$ cat src/rtl/imem_pkg.sv
// imem_pkg: shared constants and loader state encoding
// for the instruction memory, its loader and the fetch unit.
package imem_pkg;

  localparam int IMEM_ADDR_W  = 4;
  localparam int IMEM_INSTR_W = 12;
  localparam int IMEM_DEPTH   = 16;

  localparam logic [IMEM_INSTR_W-1:0] INSTR_NOP = 12'h000;

  typedef enum logic [2:0] {
    LD_IDLE  = 3'd0,
    LD_LOW   = 3'd1,
    LD_HIGH  = 3'd2,
    LD_WRITE = 3'd3,
    LD_DONE  = 3'd4
  } ld_state_e;

endpackage

$ cat src/rtl/imem_loader_if.sv
// imem_loader_if: byte stream handshake in, memory
// write port out, bundled as one interface.
interface imem_loader_if;
  import imem_pkg::*;

  logic                    byte_valid;
  logic [7:0]              byte_data;
  logic                    byte_ready;
  logic                    wr_en;
  logic [IMEM_ADDR_W-1:0]  wr_addr;
  logic [IMEM_INSTR_W-1:0] wr_data;

  modport master (
    input  byte_valid,
    input  byte_data,
    output byte_ready,
    output wr_en,
    output wr_addr,
    output wr_data
  );

  modport slave (
    output byte_valid,
    output byte_data,
    input  byte_ready,
    input  wr_en,
    input  wr_addr,
    input  wr_data
  );

endinterface

$ cat src/rtl/imem_loader.sv
// imem_loader: packs byte pairs into 12-bit words and
// writes them to the instruction memory, stalling the CPU.
module imem_loader
  import imem_pkg::*;
#(
  parameter int ADDR_W  = IMEM_ADDR_W,
  parameter int INSTR_W = IMEM_INSTR_W,
  parameter int DEPTH   = IMEM_DEPTH
) (
  input  logic              clk,
  input  logic              rst_n,
  input  logic              start,
  input  logic [ADDR_W:0]   len,
  imem_loader_if.master     bus,
  output logic              cpu_hold,
  output logic              busy,
  output logic              done,
  output logic [ADDR_W:0]   word_count,
  output logic              err
);

  ld_state_e           st_q, st_d;
  logic [ADDR_W:0]     len_q, len_d;
  logic [ADDR_W:0]     cnt_q, cnt_d;
  logic [7:0]          lo_q, lo_d;
  logic [ADDR_W-1:0]   addr_q, addr_d;
  logic [INSTR_W-1:0]  data_q, data_d;
  logic                err_q, err_d;
  logic                len_ok;
  logic [ADDR_W:0]     cnt_inc;

  assign len_ok  = (len != '0) &&
                   (len <= (ADDR_W+1)'(DEPTH));
  assign cnt_inc = cnt_q + 1'b1;

  // next-state, packing and sticky error logic
  always_comb begin
    st_d   = st_q;
    len_d  = len_q;
    cnt_d  = cnt_q;
    lo_d   = lo_q;
    addr_d = addr_q;
    data_d = data_q;
    err_d  = err_q;
    unique case (st_q)
      LD_IDLE, LD_DONE: begin
        if (start) begin
          if (len_ok) begin
            st_d  = LD_LOW;
            len_d = len;
            cnt_d = '0;
            err_d = 1'b0;
          end else begin
            err_d = 1'b1;
          end
        end
      end
      LD_LOW: begin
        if (bus.byte_valid) begin
          lo_d = bus.byte_data;
          st_d = LD_HIGH;
        end
      end
      LD_HIGH: begin
        if (bus.byte_valid) begin
          data_d = {bus.byte_data[3:0], lo_q};
          addr_d = cnt_q[ADDR_W-1:0];
          if (bus.byte_data[7:4] != 4'h0)
            err_d = 1'b1;
          st_d = LD_WRITE;
        end
      end
      LD_WRITE: begin
        cnt_d = cnt_inc;
        st_d  = (cnt_inc == len_q) ? LD_DONE : LD_LOW;
      end
      default: st_d = LD_IDLE;
    endcase
  end

  // state and datapath registers
  always_ff @(posedge clk or negedge rst_n) begin
    if (!rst_n) begin
      st_q   <= LD_IDLE;
      len_q  <= '0;
      cnt_q  <= '0;
      lo_q   <= '0;
      addr_q <= '0;
      data_q <= '0;
      err_q  <= 1'b0;
    end else begin
      st_q   <= st_d;
      len_q  <= len_d;
      cnt_q  <= cnt_d;
      lo_q   <= lo_d;
      addr_q <= addr_d;
      data_q <= data_d;
      err_q  <= err_d;
    end
  end

  assign bus.byte_ready = (st_q == LD_LOW) ||
                          (st_q == LD_HIGH);
  assign bus.wr_en      = (st_q == LD_WRITE);
  assign bus.wr_addr    = addr_q;
  assign bus.wr_data    = data_q;

  assign busy       = (st_q == LD_LOW)  ||
                      (st_q == LD_HIGH) ||
                      (st_q == LD_WRITE);
  assign cpu_hold   = busy;
  assign done       = (st_q == LD_DONE);
  assign word_count = cnt_q;
  assign err        = err_q;

endmodule

$ cat src/flat_wrapper.sv
// flat-port wrapper written by rule: the top's interface ports become plain ports
module imem_loader_flat import imem_pkg::*;
#(
  parameter int ADDR_W  = IMEM_ADDR_W,
  parameter int INSTR_W = IMEM_INSTR_W,
  parameter int DEPTH   = IMEM_DEPTH
)
  (clk, rst_n, start, len, cpu_hold, busy, done, word_count, err, bus_byte_valid, bus_byte_data, bus_byte_ready, bus_wr_en, bus_wr_addr, bus_wr_data);
  imem_loader_if bus_i ();
  input  logic clk;
  input  logic rst_n;
  input  logic start;
  input  logic [ADDR_W:0] len;
  output logic cpu_hold;
  output logic busy;
  output logic done;
  output logic [ADDR_W:0] word_count;
  output logic err;
  input wire logic [$bits(bus_i.byte_valid)-1:0] bus_byte_valid;
  input wire logic [$bits(bus_i.byte_data)-1:0] bus_byte_data;
  output wire logic [$bits(bus_i.byte_ready)-1:0] bus_byte_ready;
  output wire logic [$bits(bus_i.wr_en)-1:0] bus_wr_en;
  output wire logic [$bits(bus_i.wr_addr)-1:0] bus_wr_addr;
  output wire logic [$bits(bus_i.wr_data)-1:0] bus_wr_data;
  assign bus_i.byte_valid = bus_byte_valid;
  assign bus_i.byte_data = bus_byte_data;
  assign bus_byte_ready = bus_i.byte_ready;
  assign bus_wr_en = bus_i.wr_en;
  assign bus_wr_addr = bus_i.wr_addr;
  assign bus_wr_data = bus_i.wr_data;
  imem_loader #(.ADDR_W(ADDR_W), .INSTR_W(INSTR_W), .DEPTH(DEPTH)) u_core (.clk(clk), .rst_n(rst_n), .start(start), .len(len), .bus(bus_i), .cpu_hold(cpu_hold), .busy(busy), .done(done), .word_count(word_count), .err(err));
endmodule
$ cat config.mk
export PLATFORM = sky130hd
export DESIGN_NAME = imem_loader_flat
export DESIGN_NICKNAME = d
export VERILOG_FILES = /design/src/rtl/imem_pkg.sv /design/src/rtl/imem_loader_if.sv /design/src/rtl/imem_loader.sv /design/src/flat_wrapper.sv
export SDC_FILE = /design/constraint.sdc
export NUM_CORES = 1
export LEC_CHECK = 0
export ABC_CLOCK_PERIOD_IN_PS = 2100
export CORE_ASPECT_RATIO = 0.9
export CORE_MARGIN = 5
export CORE_UTILIZATION = 35
export CTS_CLUSTER_SIZE = 30
export DETAILED_ROUTE_END_ITERATION = 10
export GPL_ROUTABILITY_DRIVEN = 1
export SKIP_LAST_GASP = 1
export SLEW_MARGIN = 20
export SYNTH_ARGS = -nofsm -noshare
export SYNTH_HDL_FRONTEND = slang
export SYNTH_SLANG_ARGS = --single-unit
$ cat constraint.sdc
create_clock -name clk -period 2.1 [get_ports clk]
set_clock_uncertainty 0.1 [all_clocks]
set_input_delay 0.21 -clock clk [delete_from_list [all_inputs] [get_ports clk]]
set_output_delay 0.21 -clock clk [all_outputs]
set_load 0.01 [all_outputs]
After elaboration in Yosys (flattened, before gate mapping)

Index checks and enable logic that the tools add are counted.

Bits in registers: 38
Output and inout bits: 27
Logic and storage cells: 48

Add/subtract/negate cells: 1
Magnitude comparators: 1
Eq/ne operators: 10
Multiplexer cells: 14
Reduce and logical (&&, ||, !) cells: 15

Operators by type and width:

| kind                | number |
|---|---|
| $mux 3              | 5 |
| $pmux 3 s4          | 1 |
| $mux 5              | 2 |
| $pmux 5 s2          | 1 |
| $reduce_and 4->1    | 2 |
| $eq 3x2->1 const B  | 2 |
| $ne 2x2->1 const B  | 3 |
| $reduce_and 3->1    | 2 |
| $add 5x1->5 const B | 1 |
| $eq 5x5->1          | 1 |
| $le 5x5->1 const B  | 1 |
| $reduce_bool 5->1   | 1 |
| $mux 1              | 4 |
| $ne 2x1->1 const B  | 2 |
| $reduce_and 2->1    | 2 |
| $reduce_bool 2->1   | 2 |
| $reduce_bool 4->1   | 1 |
| $eq 3x1->1 const B  | 1 |
| $eq 3x3->1 const B  | 1 |
| $logic_not 3->1     | 1 |
| $logic_or 1x1->1    | 2 |
| $pmux 1 s2          | 1 |
| $reduce_or 2->1     | 1 |
| $logic_and 1x1->1   | 1 |

Longest topological paths before layout

Word-level depth: 5
Gate-level depth with buffers: 6
Mapped depth without buffers: 5

Worst setup path before layout

Ideal clock, no wire load.

Path kind: flip-flop to flip-flop
From: reg u_core.st_q[0]
To: reg u_core.addr_q[2] (netlist: u_core.bus.wr_addr[2])
Arrival: 1.441 ns
Required time: 1.872 ns
Path slack: 0.431 ns
Cell stages (with the launch flop): 6
Period minus slack after synthesis: 1.669 ns
Cells stage by stage: dfrtp_1 > buf_2 > nor4bb_1 > buf_2 > buf_4 > mux2_1

Longest elaborated chain between the ends: 2

Ends and longest elaborated chain:

| what                              | line              | source |
|---|---|---|
| from (decl)                       | imem_loader.sv:22 | `ld_state_e st_q, st_d;` |
| from (signal assigned)            | imem_loader.sv:92 | `st_q <= st_d;` |
| $eq 3x2->1                        | imem_loader.sv:45 | `unique case (st_q)` |
| $reduce_and 2->1 (no source line) | -                 |  |
| to (signal assigned)              | imem_loader.sv:96 | `addr_q <= addr_d;` |
| to (decl)                         | imem_loader.sv:26 | `logic [ADDR_W-1:0] addr_q, addr_d;` |

Every way passes these cells.
A chain may end at the register's enable or synchronous reset.

Final worst setup path

From: reg u_core.st_q[0]
To: out done

Longest elaborated chain between the ends: 1

Ends and longest elaborated chain:

| what       | line               | source |
|---|---|---|
| $eq 3x3->1 | imem_loader.sv:112 | `assign done = (st_q == LD_DONE);` |
| to (decl)  | flat_wrapper.sv:16 | `output logic done;` |

Every way passes these cells.

==> summary.md <==
| Metric | Value |
|---|---|
| Outcome | completed |
| Yosys warnings | 0 |
| CTS Buffer Depth | 2 |
| DR iter-0 viols | 32 |
| GRT overflow | 0 |
| Post-route minimum period | 2.02 ns |
| Routed len/inst | 15.5 um |
| Reg clk slew, reported paths | 0.07 ns |
| RePlAce Congestion | 0.817 |
| Final Cycle Share | 0.963 |
| Drt via density | 4.88 |
| CTS root buffer | clkbuf_8 |
| Compound-gate portion of the synthesized area | 0.0707 |
| Hold Fails Final Rpt | 0 |
| Share of post-route cells with drive strength above 1 | 0.209 |
| DRT Wirelength | 3.83 mm |
| Commonest cells post-synth | dfrtp_1 (38), mux2_2 (15), mux2_1 (9) |
| Routed vias | 1205 |
| Post-synth cell types | 40 |
| H-Tree Depth | 2 |
| Mapped Area | 1740 sq um |
| Critical path class | reg -> out |
| Area Growth Syn to Fin | 36.5% |
| Diode count | 0 |
| GRT Resource Usage Total | 0.126 |
| Mux cell area share after synthesis | 0.196 |
| Clock share of power | 0.135 |
| Placed Area | 2270 sq um |
| Most common cell in the netlist | dfrtp_1 |
| Worst Setup Start Kind | register |
| Full die area | 6470 sq um |
| Final instance area | 2370 sq um |
| Final #Nets | 200 |
| Main flop type after synthesis | dfrtp_1 |
| First-pass GRT wire length | 6.49 mm |
| Share of the synthesized area in the top cell type | 0.548 |
| PortBufs | 43 |
| RSZ-0062 raised after global routing | false |
| Synth area leader | dfrtp_1 |
| P_sw | 1.16 mW |
| TritonCTS clock tree | done |
| Final setup fails | 0 |
| CP Max Fanout | 8 |
| Post-Synth XOR/XNOR Area | 0.0497 |
| Hold WS | 0.394 ns |
| CP cell instances | nor2_4 > and2_1 > clkdlybuf4s50_1 |
| DRC viols | 0 |
| Avg Cell Area, Syn | 13.1 sq um |
| Final Slew Violations | 0 |
| Peak VDD IR | 0.000628 V |
| Seq pwr share | 0.406 |
| Max-Cap Viols | 0 |
| Ys async rst share | 1.00 |
| Slowest CP cell | clkdlybuf4s50_1 |
| Synth area leaders | dfrtp_1 (55%), mux2_2 (9.7%), mux2_1 (5.8%), mux2_4 (3.5%), xnor2_1 (2.0%) |
| CP endpoint kind | output port |
| Syn Inst Count | 132 |
| Worst-Margin Slew | 0.851 ns |
| Core area | 4830 sq um |
| Number of synthesized flops with an enable pin | 0 |
| Fmax | 0.494 GHz |
| Standard-cell rows | 24 |
| Static leakage | 0.995 nW |
| Worst Hold Class | reg -> reg |
| Initial Util | 0.359 |
| #FFs+latches synth | 38 |
| Adder-Cell Fraction of Synth Area | 0.00721 |
| Fill cell count | 432 |
| Drt first pass iters | 4 |
| Main combinational cell family by area after synthesis | multiplexers |
| Clk sinks | 38 |
| Pint | 2.26 mW |
| Largest net degree at the start of global routing | 39 |
| Synth Area in Simple Gates | 0.105 |
| Power per standard cell area | 1450 nW/um^2 |
| DIE WIDTH | 84.2 um |
| Synthesized net count | 150 |
| Initial antenna violation count | 0 |
| Post-route ant nets | 0 |
| Vias in the first global route | 1316 |
| Critical path arrival | 1.71 ns |
| Slew HR | 0.433 |
| Critical path's largest stage delay | 0.56 ns |
| Detail Placement HPWL | 2.81 mm |
| Tot Pwr | 3.42 mW |
| Seq/Total Area, Yosys | 0.548 |
| Worst Path Required | 1.79 ns |
| Sw frac | 0.338 |
| Total CTS buffers | 5 |
| Comb power frac | 0.459 |
| Top Ports | 44 |
| Worst-skew pair later-pin latency | 0.28 ns |
| Chip Height | 76.8 um |
-- layout by cell type (no fill, tap or decap), drive strengths merged --
cell type	n
o21a	1
o21bai	1
dlygate4sd3	1
clkdlybuf4s50	42
and3b	1
or2	1
xnor2	4
inv	2
o41ai	1
nand3	2
xor2	5
dfrtp	38
and3	2
buf	6
mux2i	1
nor2	6
mux2	28
nor3	1
a32oi	1
nand3b	1
nor2b	3
ha	1
clkinv	2
nand2	5
nor4	1
clkbuf	5
or3	1
o211ai	2
a21oi	2
nor3b	3
a41o	1
o311ai	1
o22ai	1
and2	1
a311o	1
nor4bb	1
o21ai	6
-- kinds of logic after synthesis --
family,Yosys count
muxes,29
and+or+nand+nor,29
xor gates and xnor gates,9
AOI/OAI and AO/OA,18
DFF,38
adders and majority gates,1
buffers and inverters,8
-- stage by stage --
step / util / setup TNS (ns) / cells / setup slack, ns
6_report: 0.490 / 0 / 247 / 0.0769
5_1_grt: 0.490 / 0 / 247 / 0.00683
4_1_cts: 0.490 / 0 / 247 / 0.0118
3_5_place_dp: 0.470 / -0.0708 / 239 / -0.0244
3_3_place_gp: 0.470 / 0 / 239 / 0.0457
2_1_floorplan: - / 0 / 132 / 0.431
-- power groups by stage --
stage	sequential, mW	combinational (mW)	clock [mW]
finish	1.39	1.57	0.462
global route	1.45	1.70	0.523
CTS	1.39	1.60	0.485
detailed placement	1.40	1.59	0
global placement	1.38	1.54	0
floorplan	1.40	0.785	0
-- final timing paths --
check	slack [ns]	cells past startpoint	startpoint	to
max	0.08	3	u_core.st_q[0]	done
max in group asynchronous	0.84	2	rst_n	u_core.st_q[0]
min	0.39	1	u_core.bus.wr_data[4]	u_core.bus.wr_data[4]
min in group asynchronous	0.48	2	rst_n	u_core.len_q[3]
max reg2reg	0.39	4	u_core.word_count[0]	u_core.st_q[2]
min reg2reg	0.39	1	u_core.bus.wr_data[4]	u_core.bus.wr_data[4]
-- state kept, by name, indices dropped and copies added, names as in the netlist --
signal	flops
u_core.lo_q	8
u_core.len_q	5
u_core.bus.wr_data	12
u_core.bus.wr_addr	4
u_core.err	1
u_core.st_q	3
u_core.word_count	5
-- worst max-delay path: cells and delay by family, from the launching register on --
| kind | cells | cell delay (ns) |
|---|---|---|
| and+or+nand+nor | 2 | 0.38 |
| buffers and inverters | 1 | 0.56 |
| DFF | 1 | 0.49 |
-- routing by layer --
layer,vias up,global-route usage,wire [um]
met5,-,0,0
met3,7,0.0354,164
li1,568,-,-
met1,601,0.161,1670
met4,0,0.0611,86
met2,29,0.197,1900
-- layout make-up --
type                    count  area (sq um)  area share
clock buffers               5          68.8      0.0291
clock inverters             2          10.0     0.00423
inverters                   2          7.51     0.00317
multi-input cells          86           763       0.322
flip-flops and latches     38           952       0.402
well taps                  65          81.3      0.0343
repair buffers             49           485       0.205
-- repair_timing --
item,CTS,global route
endpoints found under the hold margin,38,0
resized for setup,1,1
setup endpoints to repair,1,2
setup buffers,0,0
hold buffers,1,0
Power figures use the tool's default switching activity.
